$ cat config.mk
export PLATFORM = sky130hd
export DESIGN_NAME = sipo_feeder_flat
export DESIGN_NICKNAME = d
export VERILOG_FILES = /design/src/rtl/sipo_feeder_if.sv /design/src/rtl/sipo_feeder.sv /design/src/flat_wrapper.sv
export SDC_FILE = /design/constraint.sdc
export NUM_CORES = 1
export LEC_CHECK = 0
export CAP_MARGIN = 20
export CORE_MARGIN = 2
export CORE_UTILIZATION = 55
export CTS_CLUSTER_SIZE = 20
export DETAILED_ROUTE_END_ITERATION = 8
export DONT_BUFFER_PORTS = 1
export PLACE_DENSITY_LB_ADDON = 0.2
export SETUP_SLACK_MARGIN = 0.05
export SLEW_MARGIN = 20
export SYNTH_ARGS = -nofsm -noshare
export SYNTH_HDL_FRONTEND = slang
export SYNTH_SLANG_ARGS = --single-unit
$ cat constraint.sdc
create_clock -name clk -period 2.2 [get_ports clk]
set_input_delay 0.44 -clock clk [delete_from_list [all_inputs] [get_ports clk]]
set_output_delay 0.44 -clock clk [all_outputs]
set_load 0.02 [all_outputs]
$ cat src/rtl/sipo_feeder_if.sv
// Parallel operand word handshake between the word source and sipo_feeder.
interface sipo_feeder_if #(
   parameter int unsigned size = 16
) ();
   logic [size*8-1:0] in_data;
   logic              in_valid;
   logic              in_ready;

   modport master (output in_data, output in_valid, input in_ready);
   modport slave  (input in_data, input in_valid, output in_ready);
endinterface

$ cat src/rtl/sipo_feeder.sv
// Serialises parallel operand words LSB-first into LANES 1-bit SIPO chains,
// with a one-entry holding buffer so back-to-back words stream without bubbles.
module sipo_feeder #(
   parameter int unsigned size  = 16,
   parameter int unsigned width = 16,
   parameter int unsigned CNT_W = 16
) (
   input  logic                      clk,
   input  logic                      rst,
   sipo_feeder_if.slave              bus,
   output logic [size*8/width-1:0]   sr_en,
   output logic [size*8/width-1:0]   sr_data,
   output logic                      load_done,
   output logic                      busy,
   output logic [CNT_W-1:0]          word_cnt
);

   localparam int unsigned WORD_W = size * 8;
   localparam int unsigned LANES  = WORD_W / width;
   localparam int unsigned BIT_W  = (width > 1) ? $clog2(width) : 1;
   localparam logic [BIT_W-1:0] LAST_BIT = BIT_W'(width - 1);

   typedef enum logic {
      IDLE  = 1'b0,
      SHIFT = 1'b1
   } state_t;

   state_t                        state;
   logic [WORD_W-1:0]             hold_data;
   logic                          hold_full;
   logic [LANES-1:0][width-1:0]   work;
   logic [LANES-1:0][width-1:0]   work_shr;
   logic [BIT_W-1:0]              bit_cnt;
   logic                          xfer;

   assign bus.in_ready = !hold_full && !rst;
   assign xfer         = bus.in_valid && bus.in_ready;
   assign busy         = (state == SHIFT) || hold_full;

   // Every lane drops its LSB onto the chain each shift cycle.
   always_comb begin
      for (int k = 0; k < int'(LANES); k++) begin
         work_shr[k] = work[k] >> 1;
      end
   end

   // Chain drive is purely a function of registered state.
   always_comb begin
      sr_en   = '0;
      sr_data = '0;
      if (state == SHIFT) begin
         sr_en = '1;
         for (int k = 0; k < int'(LANES); k++) begin
            sr_data[k] = work[k][0];
         end
      end
   end

   always_ff @(posedge clk) begin
      if (rst) begin
         state     <= IDLE;
         hold_data <= '0;
         hold_full <= 1'b0;
         work      <= '0;
         bit_cnt   <= '0;
         load_done <= 1'b0;
         word_cnt  <= '0;
      end else begin
         load_done <= 1'b0;
         // A transfer only happens with the buffer empty, so it never races a reload.
         if (xfer) begin
            hold_data <= bus.in_data;
            hold_full <= 1'b1;
         end
         unique case (state)
            IDLE: begin
               if (hold_full) begin
                  work      <= hold_data;
                  hold_full <= 1'b0;
                  bit_cnt   <= '0;
                  state     <= SHIFT;
               end
            end
            SHIFT: begin
               if (bit_cnt == LAST_BIT) begin
                  load_done <= 1'b1;
                  word_cnt  <= word_cnt + CNT_W'(1);
                  bit_cnt   <= '0;
                  if (hold_full) begin
                     work      <= hold_data;
                     hold_full <= 1'b0;
                  end else begin
                     work  <= work_shr;
                     state <= IDLE;
                  end
               end else begin
                  work    <= work_shr;
                  bit_cnt <= bit_cnt + BIT_W'(1);
               end
            end
         endcase
      end
   end

endmodule

$ cat src/flat_wrapper.sv
// flat-port wrapper written by rule: the top's interface ports become plain ports
module sipo_feeder_flat 
#(
   parameter int unsigned size  = 16,
   parameter int unsigned width = 16,
   parameter int unsigned CNT_W = 16
)
  (clk, rst, sr_en, sr_data, load_done, busy, word_cnt, bus_in_data, bus_in_valid, bus_in_ready);
  sipo_feeder_if #(.size(size)) bus_i ();
  input  logic clk;
  input  logic rst;
  output logic [size*8/width-1:0] sr_en;
  output logic [size*8/width-1:0] sr_data;
  output logic load_done;
  output logic busy;
  output logic [CNT_W-1:0] word_cnt;
  input wire logic [$bits(bus_i.in_data)-1:0] bus_in_data;
  input wire logic [$bits(bus_i.in_valid)-1:0] bus_in_valid;
  output wire logic [$bits(bus_i.in_ready)-1:0] bus_in_ready;
  assign bus_i.in_data = bus_in_data;
  assign bus_i.in_valid = bus_in_valid;
  assign bus_in_ready = bus_i.in_ready;
  sipo_feeder #(.size(size), .width(width), .CNT_W(CNT_W)) u_core (.clk(clk), .rst(rst), .bus(bus_i), .sr_en(sr_en), .sr_data(sr_data), .load_done(load_done), .busy(busy), .word_cnt(word_cnt));
endmodule
==> flow_summary.toml, run 1 <==
[cells_and_area]
fin_area_um2 = 12000
num_antenna_cells = 0
area_delta_synth_final_pct = 11.9
stdcell_count = 1527
layout.nets = 1378
layout-drive-gt1-share_pct = 6.34

[worst_setup_path]
startpoint = "u_core.state"
end_kind = "output pin"
cp_data_required_time_ps = 1760
arrival_ps = 1670
crit_path_start_kind = "register"
critical_path_class = "reg2out"
r2r-start = "u_core.bit_cnt[0]"
r2r_end = "u_core.word_cnt[6]"
crit_path_max_fanout = 13
worstRegToRegCells = 6
rrSetupSlack_ps = 190

[min_path]
holdPathEnd = "u_core.hold_data[110]"
hold_class = "in2reg"
worst_hold_startpoint = "bus_in_data[110]"
hold_depth = 2

[pwr]
sw_frac_of_total_pct = 23.6
p_int_mw = 8.22
clkPwrFrac_pct = 41.3
power_frac_comb_pct = 7.7
vdd_drop_max_v = 0.000603
p_seq_share_pct = 51.0
power_switching_mw = 2.54
p_leak_nw = 4.09
powerDensity_nw_per_um2 = 896

[floorplan]
start_util_pct = 55.5
pin_count = 166
dieArea_um2 = 20700
core_area_um2 = 19300
die_w_um = 144
rows = 51
die-height_um = 144

[synth]
synth-main-ff-cell = "dfxtp_1"
synth_area_um2 = 10700
ys_async_sr_fraction_pct = 0
yosysSeqAreaShare_pct = 52.0
synth_cells = 1280
synth_cell_type_count = 36
ys_warn_count = 0
avgSynthCellArea_um2 = 8.39
syn_nets = 1413
ys_ff_latch = 279
synth_enable_flop_cells = 0

[timing]
finalHoldViolCount = 0
fmax_mhz = 475
finalMaxSlewViolations = 0
hold-worst-slack_ps = 16.6
setup_violations = 0
finalCriticalPeriod_ps = 2110
fin_crit_sh_pct = 95.8
rsz0062_at_grt = "true"
relSlewSlack_pct = 38.7
skew_ps = 6.57
tightest_slew_ps = 916
layout_setup_ws_ps = 92.7
tns_ps = 0

[run_status]
outcome = "complete, no violations"

[grt]
grt_overflow_total = 0
antenna_found_initial = 0
grt_start_max_net_pins = 281
grt_pass1_wl_mm = 36.6
grt_pass1_vias = 7661
grt_usage_pct = 21.2

[detailed_routing]
drt-initial-drc-count = 506
drt-wirelength-per-cell_um = 15.2
firstDrtPassIters = 5
via_per_inst = 5.53
routed_wl_mm = 23.2
detail-route-antenna-nets = 0
remaining_drc_errors = 0
vias = 8439

[placed_design]
placed_cells_incl_taps = 1462
placed_area_um2 = 11000
dp_slack_ps = 226
gp_congestion = 0.770
dp_hpwl_mm = 13.3
numPortBuffers = 0

[clock_network]
insertion_delay_ps = 530
cts_buffers = 29
clock-root-buffer = "clkbuf_16"
cts_tree = "built"
cts.path.max_buffers = 3
cts_setup_buffers = 0
clk_pin_slew_ps = 60
h-tree-depth = 1
cts_sinks = 279

[job]
drv_cap = 0
## worst max-delay path by stage
stage | slack, ps | to
2_1_floorplan | 160 | u_core.hold_data[125]
3_3_place_gp | 260 | u_core.word_cnt[15]
3_5_place_dp | 230 | u_core.word_cnt[15]
4_1_cts | 70 | sr_data[3]
5_1_grt | 40 | sr_data[4]
6_report | 90 | sr_data[4]
## power by group through the flow
| stage | Sequential (mW) | Clock [mW] | Combinational [mW] |
|---|---|---|---|
| final | 5.49 | 4.44 | 0.826 |
| after global routing | 5.52 | 4.78 | 0.931 |
| after CTS | 5.49 | 4.54 | 0.803 |
| after detailed placement | 5.60 | 0 | 0.785 |
| after global placement | 5.59 | 0 | 0.769 |
| after floorplan | 5.55 | 0 | 0.666 |
## what timing repair did
action	CTS	global route
endpoints found under the setup margin	4	5
gates resized for setup	2	2
hold buffers	13	4
endpoints found under the hold margin	130	17
## registers in the layout, indices dropped and copies added, names as in the netlist
| name | cells |
|---|---|
| u_core.bit_cnt | 4 |
| u_core.word_cnt | 16 |
| u_core.work | 128 |
| u_core.hold_data | 128 |
| u_core.hold_full | 1 |
| u_core.state | 1 |
| u_core.load_done | 1 |
## cells in the final DEF (no fill, tap or decap), types with 2 or more instances in the layout
cell type / instances
xnor2_1: 5
nand4b_1: 2
clkbuf_8: 5
dlygate4sd3_1: 16
a311oi_1: 2
nor4_1: 4
clkbuf_16: 29
nand2_1: 255
a211oi_1: 21
a21oi_1: 113
clkbuf_1: 8
clkinv_2: 6
ha_1: 2
o21ai_0: 146
buf_4: 18
and4_1: 2
nand2b_1: 129
nand4_1: 3
xor2_1: 5
a22oi_1: 104
nor3_1: 5
nand3_1: 6
nor2_1: 57
or3_1: 3
dfxtp_1: 278
buf_12: 11
and2_1: 9
## metal layers
layer	up-vias	part of all wire (%)	GRT usage (%)
li1	4280	-	-
met3	38	5.9	4.93
met4	0	2.1	5.57
met5	-	0	0
met2	192	46	33.7
met1	3929	46	29.2
## critical path: stages, from the launching register on
cell     delay, ps
dfxtp_2        520
buf_4          320
and2_1         280
## metrics by stage
stage / utilization (%) / total power [mW]
CTS: 61.8 / 10.8
global route: 62.1 / 11.2
detailed placement: 56.7 / 6.38
finish: 62.1 / 10.8
global placement: 56.7 / 6.36
floorplan: - / 6.22
## synth_stat cells, types with 8 or more instances
cell type | n | area (um2)
nand2_1 | 255 | 957
o21ai_0 | 146 | 731
a211oi_1 | 21 | 158
clkbuf_1 | 75 | 282
a21oi_1 | 114 | 571
dfxtp_1 | 279 | 5590
nor2_1 | 58 | 218
nand2b_1 | 129 | 807
buf_2 | 24 | 120
a22oi_1 | 104 | 781
and2_1 | 10 | 62.6
buf_4 | 8 | 60.1
## logic make-up (layout without fill, tap and decap cells)
| kind of cell | after synthesis | count (layout) | synth area share (%) |
|---|---|---|---|
| and+or+nand+nor | 484 | 484 | 21.1 |
| AOI/OAI and AO/OA | 390 | 390 | 21.2 |
| DFF | 279 | 279 | 52.0 |
| buffers and inverters | 114 | 96 | 4.54 |
| xor gates and xnor gates | 10 | 10 | 0.816 |
| adders and majority gates | 2 | 2 | 0.233 |
| muxes | 1 | 1 | 0.0932 |
## area by class of cell
type	instances	area (um2)
clock buffer	42	825
clock inverter	6	33.8
fill	1739	7330
inverter	2	8.76
multi-input combinational	887	4690
sequential	279	5590
tap	265	332
timing repair buffer	46	531
(Power assumes the default switching activity.)
==> inputs of run 2 (changes only) <==
--- a/config.mk
+++ b/config.mk
@@ -5,6 +5,7 @@
 export SDC_FILE = /design/constraint.sdc
 export NUM_CORES = 1
 export LEC_CHECK = 0
+export ABC_AREA = 1
 export CAP_MARGIN = 20
 export CORE_MARGIN = 2
 export CORE_UTILIZATION = 55
==> flow_summary.toml, run 2 <==
[run_status]
outcome = "complete, no violations"

[synth]
ys_async_sr_fraction_pct = 0
ys_ff_latch = 279
ys_warn_count = 0
synth_enable_flop_cells = 0
avgSynthCellArea_um2 = 7.36
yosysSeqAreaShare_pct = 51.8
yosysMostFrequentCell = "nand2_1"
synth_cell_type_count = 29
synthTopCellsByCount = "nand2_1 (630), dfxtp_1 (279), o21ai_0 (164), a31oi_1 (96), nor2_1 (65)"
syn_nets = 1599
synth_area_um2 = 10800
synth-main-ff-cell = "dfxtp_1"
synth_cells = 1466
synthTopCellsByArea = "dfxtp_1 (52%), nand2_1 (22%), o21ai_0 (7.6%)"
synth_top_cell_area_share_pct = 51.8
yosysTopAreaCell = "dfxtp_1"

[clock_network]
clock-root-buffer = "clkbuf_16"
h-tree-depth = 1
cts_setup_buffers = 0
cts_sinks = 279
cts.path.max_buffers = 3
insertion_delay_ps = 540
cts_buffers = 29
clk_pin_slew_ps = 60
cts_tree = "built"

[min_path]
hold_class = "in2reg"

[detailed_routing]
drt-initial-drc-count = 627
routed_wl_mm = 24.4
detail-route-antenna-nets = 0
vias = 9210
drt-wirelength-per-cell_um = 14.0
remaining_drc_errors = 0
via_per_inst = 5.28
firstDrtPassIters = 4

[placed_design]
numPortBuffers = 0
gp_congestion = 0.776
placed_cells_incl_taps = 1639
dp_hpwl_mm = 14.0

[cells_and_area]
area_delta_synth_final_pct = 14.0
layout.nets = 1592
final_cell_mix = "nand2_1 (630), dfxtp_1 (278), o21ai_0 (164)"
layout-drive-gt1-share_pct = 5.27
top_regs = "u_core.hold_data (128), u_core.work (128), u_core.word_cnt (16)"
stdcell_count = 1745
num_antenna_cells = 0
layout_commonest_cell = "nand2_1"

[timing]
finalCriticalPeriod_ps = 1990
setup_violations = 0
fmax_mhz = 502
skew_ps = 16.4
finalMaxSlewViolations = 0
finalHoldViolCount = 0
rsz0062_at_grt = "false"
fin_crit_sh_pct = 90.6
relSlewSlack_pct = 61.9
tns_ps = 0
hold-worst-slack_ps = 16.5
tightest_slew_ps = 572

[floorplan]
die-height_um = 144
dieArea_um2 = 20800
die_w_um = 144
rows = 51
core_area_um2 = 19300
pin_count = 166
start_util_pct = 55.8

[job]
drv_cap = 0

[worst_setup_path]
cpPeakStageDelay_ps = 480
critical_path_class = "reg2out"
crit_path_max_fanout = 12
end_kind = "output pin"
crit_chain = "buf_4 -> buf_6"
arrival_ps = 1550
cp_slowest_cell = "dfxtp_4"
cp_data_required_time_ps = 1760
crit_path_start_kind = "register"

[grt]
antenna_found_initial = 0
grt_start_max_net_pins = 159
grt_usage_pct = 23.0
grt_pass1_vias = 8128
grt_overflow_total = 0
grt_pass1_wl_mm = 39.5

[pwr]
p_leak_nw = 4.46
total_power_mw = 11.2
vdd_drop_max_v = 0.000674
powerDensity_nw_per_um2 = 913
run 2: metal layers:
metal,share of wire (%),vias to the layer above,global-route usage [%],wire (um)
met3,5.6,29,4.27,1380
li1,-,4722,-,-
met4,1.4,0,5.52,352
met1,48,4223,32.4,11800
met5,0,-,0,0
met2,44,236,36.7,10900
run 2: power by group:
part | internal (mW) | switching (mW) | leakage (nW) | total, mW
Combinational | 0.359 | 0.683 | 1.72 | 1.04
Sequential | 5.36 | 0.168 | 2.28 | 5.53
Clock | 2.72 | 1.94 | 0.457 | 4.65
Total | 8.44 | 2.79 | 4.46 | 11.2
run 2: worst max-delay path: cells and delay by family, from the launching register on:
family	cells	cell delay, ps
buffers and inverters	2	540
DFF	1	480
run 2: final timing paths:
| path | startpoint | to | slack [ps] | cells past startpoint |
|---|---|---|---|---|
| setup / recovery | u_core.state | sr_en[0] | 210 | 2 |
| hold / removal | bus_in_data[34] | u_core.hold_data[34] | 20 | 2 |
| setup reg to reg | u_core.bit_cnt[0] | u_core.word_cnt[4] | 240 | 7 |
| hold reg to reg | u_core.work[15] | u_core.work[14] | 470 | 2 |
run 2: layout make-up:
type	count	area, um2
clock buffer	44	872
clock inverter	8	46.3
fill	1689	7030
inverter	46	175
multi-input combinational	1032	4500
sequential	279	5590
tap	265	332
timing repair buffer	71	790
run 2: what timing repair did:
action                                  4_1_cts  5_1_grt
hold endpoints to repair                    148        1
endpoints found under the setup margin        8       10
hold buffers                                 53        1
resized for setup                             1        2
run 2: cells by family (layout without fill, tap and decap cells):
family / Yosys count / count (layout) / share of synthesized area, %
DFF: 279 / 279 / 51.8
buffers and inverters: 155 / 169 / 6.65
AOI/OAI and AO/OA: 286 / 286 / 14.5
adders and majority gates: 2 / 2 / 0.232
xor gates and xnor gates: 1 / 1 / 0.0812
and+or+nand+nor: 743 / 743 / 26.7
run 2: through the flow:
stage | utilization [%] | setup slack (ps) | area (um2)
6_report | 63.6 | 207 | 12300
5_1_grt | 63.6 | 66.7 | 12300
4_1_cts | 63.5 | 60.4 | 12300
3_5_place_dp | 55.9 | 295 | 10800
3_3_place_gp | 55.9 | 389 | 10800
2_1_floorplan | - | 541 | 10800
==> inputs of run 3 (changes only) <==
--- a/config.mk
+++ b/config.mk
@@ -12,6 +12,7 @@
 export CTS_CLUSTER_SIZE = 20
 export DETAILED_ROUTE_END_ITERATION = 8
 export DONT_BUFFER_PORTS = 1
+export MAX_ROUTING_LAYER = met4
 export PLACE_DENSITY_LB_ADDON = 0.2
 export SETUP_SLACK_MARGIN = 0.05
 export SLEW_MARGIN = 20
==> flow_summary.toml, run 3 (synthesis results as in run 2) <==
[run_status]
outcome = "complete, no violations"

[detailed_routing]
firstDrtPassIters = 5
vias = 9171
routed_wl_mm = 24.4
drt-initial-drc-count = 626
via_per_inst = 5.26
detail-route-antenna-nets = 0
remaining_drc_errors = 0
drt-wirelength-per-cell_um = 14.0

[cells_and_area]
layout-drive-gt1-share_pct = 5.27
fin_area_um2 = 12300
area_delta_synth_final_pct = 14.0
num_antenna_cells = 0
top_regs = "u_core.hold_data (128), u_core.work (128), u_core.word_cnt (16)"
final_cell_mix = "nand2_1 (630), dfxtp_1 (278), o21ai_0 (164)"
fin_util_pct = 63.6
n_fill_cell = 1689
layout.nets = 1592
layout_commonest_cell = "nand2_1"

[worst_setup_path]
cp_slowest_cell = "dfxtp_4"
cp_top_family = "buffers and inverters"
crit_path_start_kind = "register"
r2r-start = "u_core.bit_cnt[0]"
crit_chain = "buf_4 -> buf_6"
rrSetupSlack_ps = 240
crit_buf_inv = 2
critical_path_class = "reg2out"
worstRegToRegCells = 7
crit_path_max_fanout = 12
end_kind = "output pin"
r2r_end = "u_core.word_cnt[4]"
cpPeakStageDelay_ps = 480
arrival_ps = 1560
cp_data_required_time_ps = 1760

[clock_network]
cts_sinks = 279
insertion_delay_ps = 540
clock-root-buffer = "clkbuf_16"
h-tree-depth = 1
cts_tree = "built"
cts_buffers = 29
clk_pin_slew_ps = 60
cts.path.max_buffers = 3

[floorplan]
core_area_um2 = 19300
die-height_um = 144
dieArea_um2 = 20800
rows = 51
start_util_pct = 55.8
die_w_um = 144
pin_count = 166

[grt]
grt_pass1_wl_mm = 39.6
grt_overflow_total = 0
grt_start_max_net_pins = 159
antenna_found_initial = 0
grt_pass1_vias = 8114
grt_usage_pct = 23.7

[min_path]
worst_hold_startpoint = "bus_in_data[49]"
holdPathEnd = "u_core.hold_data[49]"
hold_depth = 2
hold_class = "in2reg"

[job]
drv_cap = 0

[timing]
rsz0062_at_grt = "false"
setup_violations = 0
relSlewSlack_pct = 61.9
tns_ps = 0
tightest_slew_ps = 571
finalCriticalPeriod_ps = 2000
fin_crit_sh_pct = 90.7
fmax_mhz = 501
finalMaxSlewViolations = 0
finalHoldViolCount = 0
skew_ps = 15.9

[pwr]
p_leak_nw = 4.46
total_power_mw = 11.2
powerDensity_nw_per_um2 = 912
vdd_drop_max_v = 0.000672

[placed_design]
dp_hpwl_mm = 14.0
numPortBuffers = 0
placed_area_um2 = 10800
gp_congestion = 0.786
[run 3: cell counts in the layout (fill, tap and decap cells not counted)]
No cell type changed its count.
[run 3: timing repair]
| action | CTS | global route |
|---|---|---|
| cloned | 0 | 0 |
| hold endpoints to repair | 148 | 1 |
| gates resized for setup | 1 | 2 |
| setup endpoints to repair | 8 | 10 |
| setup buffers | 0 | 0 |
| hold buffers | 53 | 1 |
[run 3: how the worst max path moves through the flow]
| stage | startpoint | end | slack [ps] | cells past startpoint |
|---|---|---|---|---|
| after global routing | u_core.bit_cnt[0] | u_core.work[110] | 70 | 9 |
| final | u_core.state | sr_en[0] | 200 | 2 |
| after global placement | u_core.bit_cnt[0] | u_core.work[110] | 390 | 9 |
| after floorplan | u_core.state | busy | 540 | 4 |
| after detailed placement | u_core.bit_cnt[0] | u_core.work[110] | 300 | 9 |
| after CTS | u_core.state | sr_en[2] | 60 | 2 |
[run 3: layout make-up]
type                            count  area [um2]  area share, %
Clock buffer                       44         872           7.09
Clock inverter                      8        46.3          0.376
Inverter                           46         175           1.42
Multi-Input combinational cell   1032        4500           36.6
Sequential cell                   279        5590           45.4
Tap cell                          265         332           2.70
Timing Repair Buffer               71         790           6.42
[run 3: per-stage QoR]
step | hold WS, ps | std cells | setup WS, ps
3_5_place_dp | 458 | 1639 | 295
3_3_place_gp | 450 | 1639 | 389
2_1_floorplan | 437 | 1466 | 541
6_report | 18.5 | 1745 | 204
4_1_cts | 0.0798 | 1744 | 60.4
5_1_grt | 3.74 | 1745 | 66.7
[run 3: power breakdown]
part	internal (mW)	total (mW)	leakage [nW]	switching, mW
Sequential	5.36	5.53	2.28	0.168
Clock	2.72	4.65	0.457	1.93
Combinational	0.359	1.04	1.72	0.681
[run 3: routing by layer]
layer | GRT usage [%] | up-vias | wire length, um
met5 | - | - | 0
met4 | 5.52 | 0 | 390
met3 | 4.01 | 34 | 1450
met2 | 36.8 | 235 | 10800
met1 | 32.7 | 4182 | 11700
li1 | - | 4720 | -
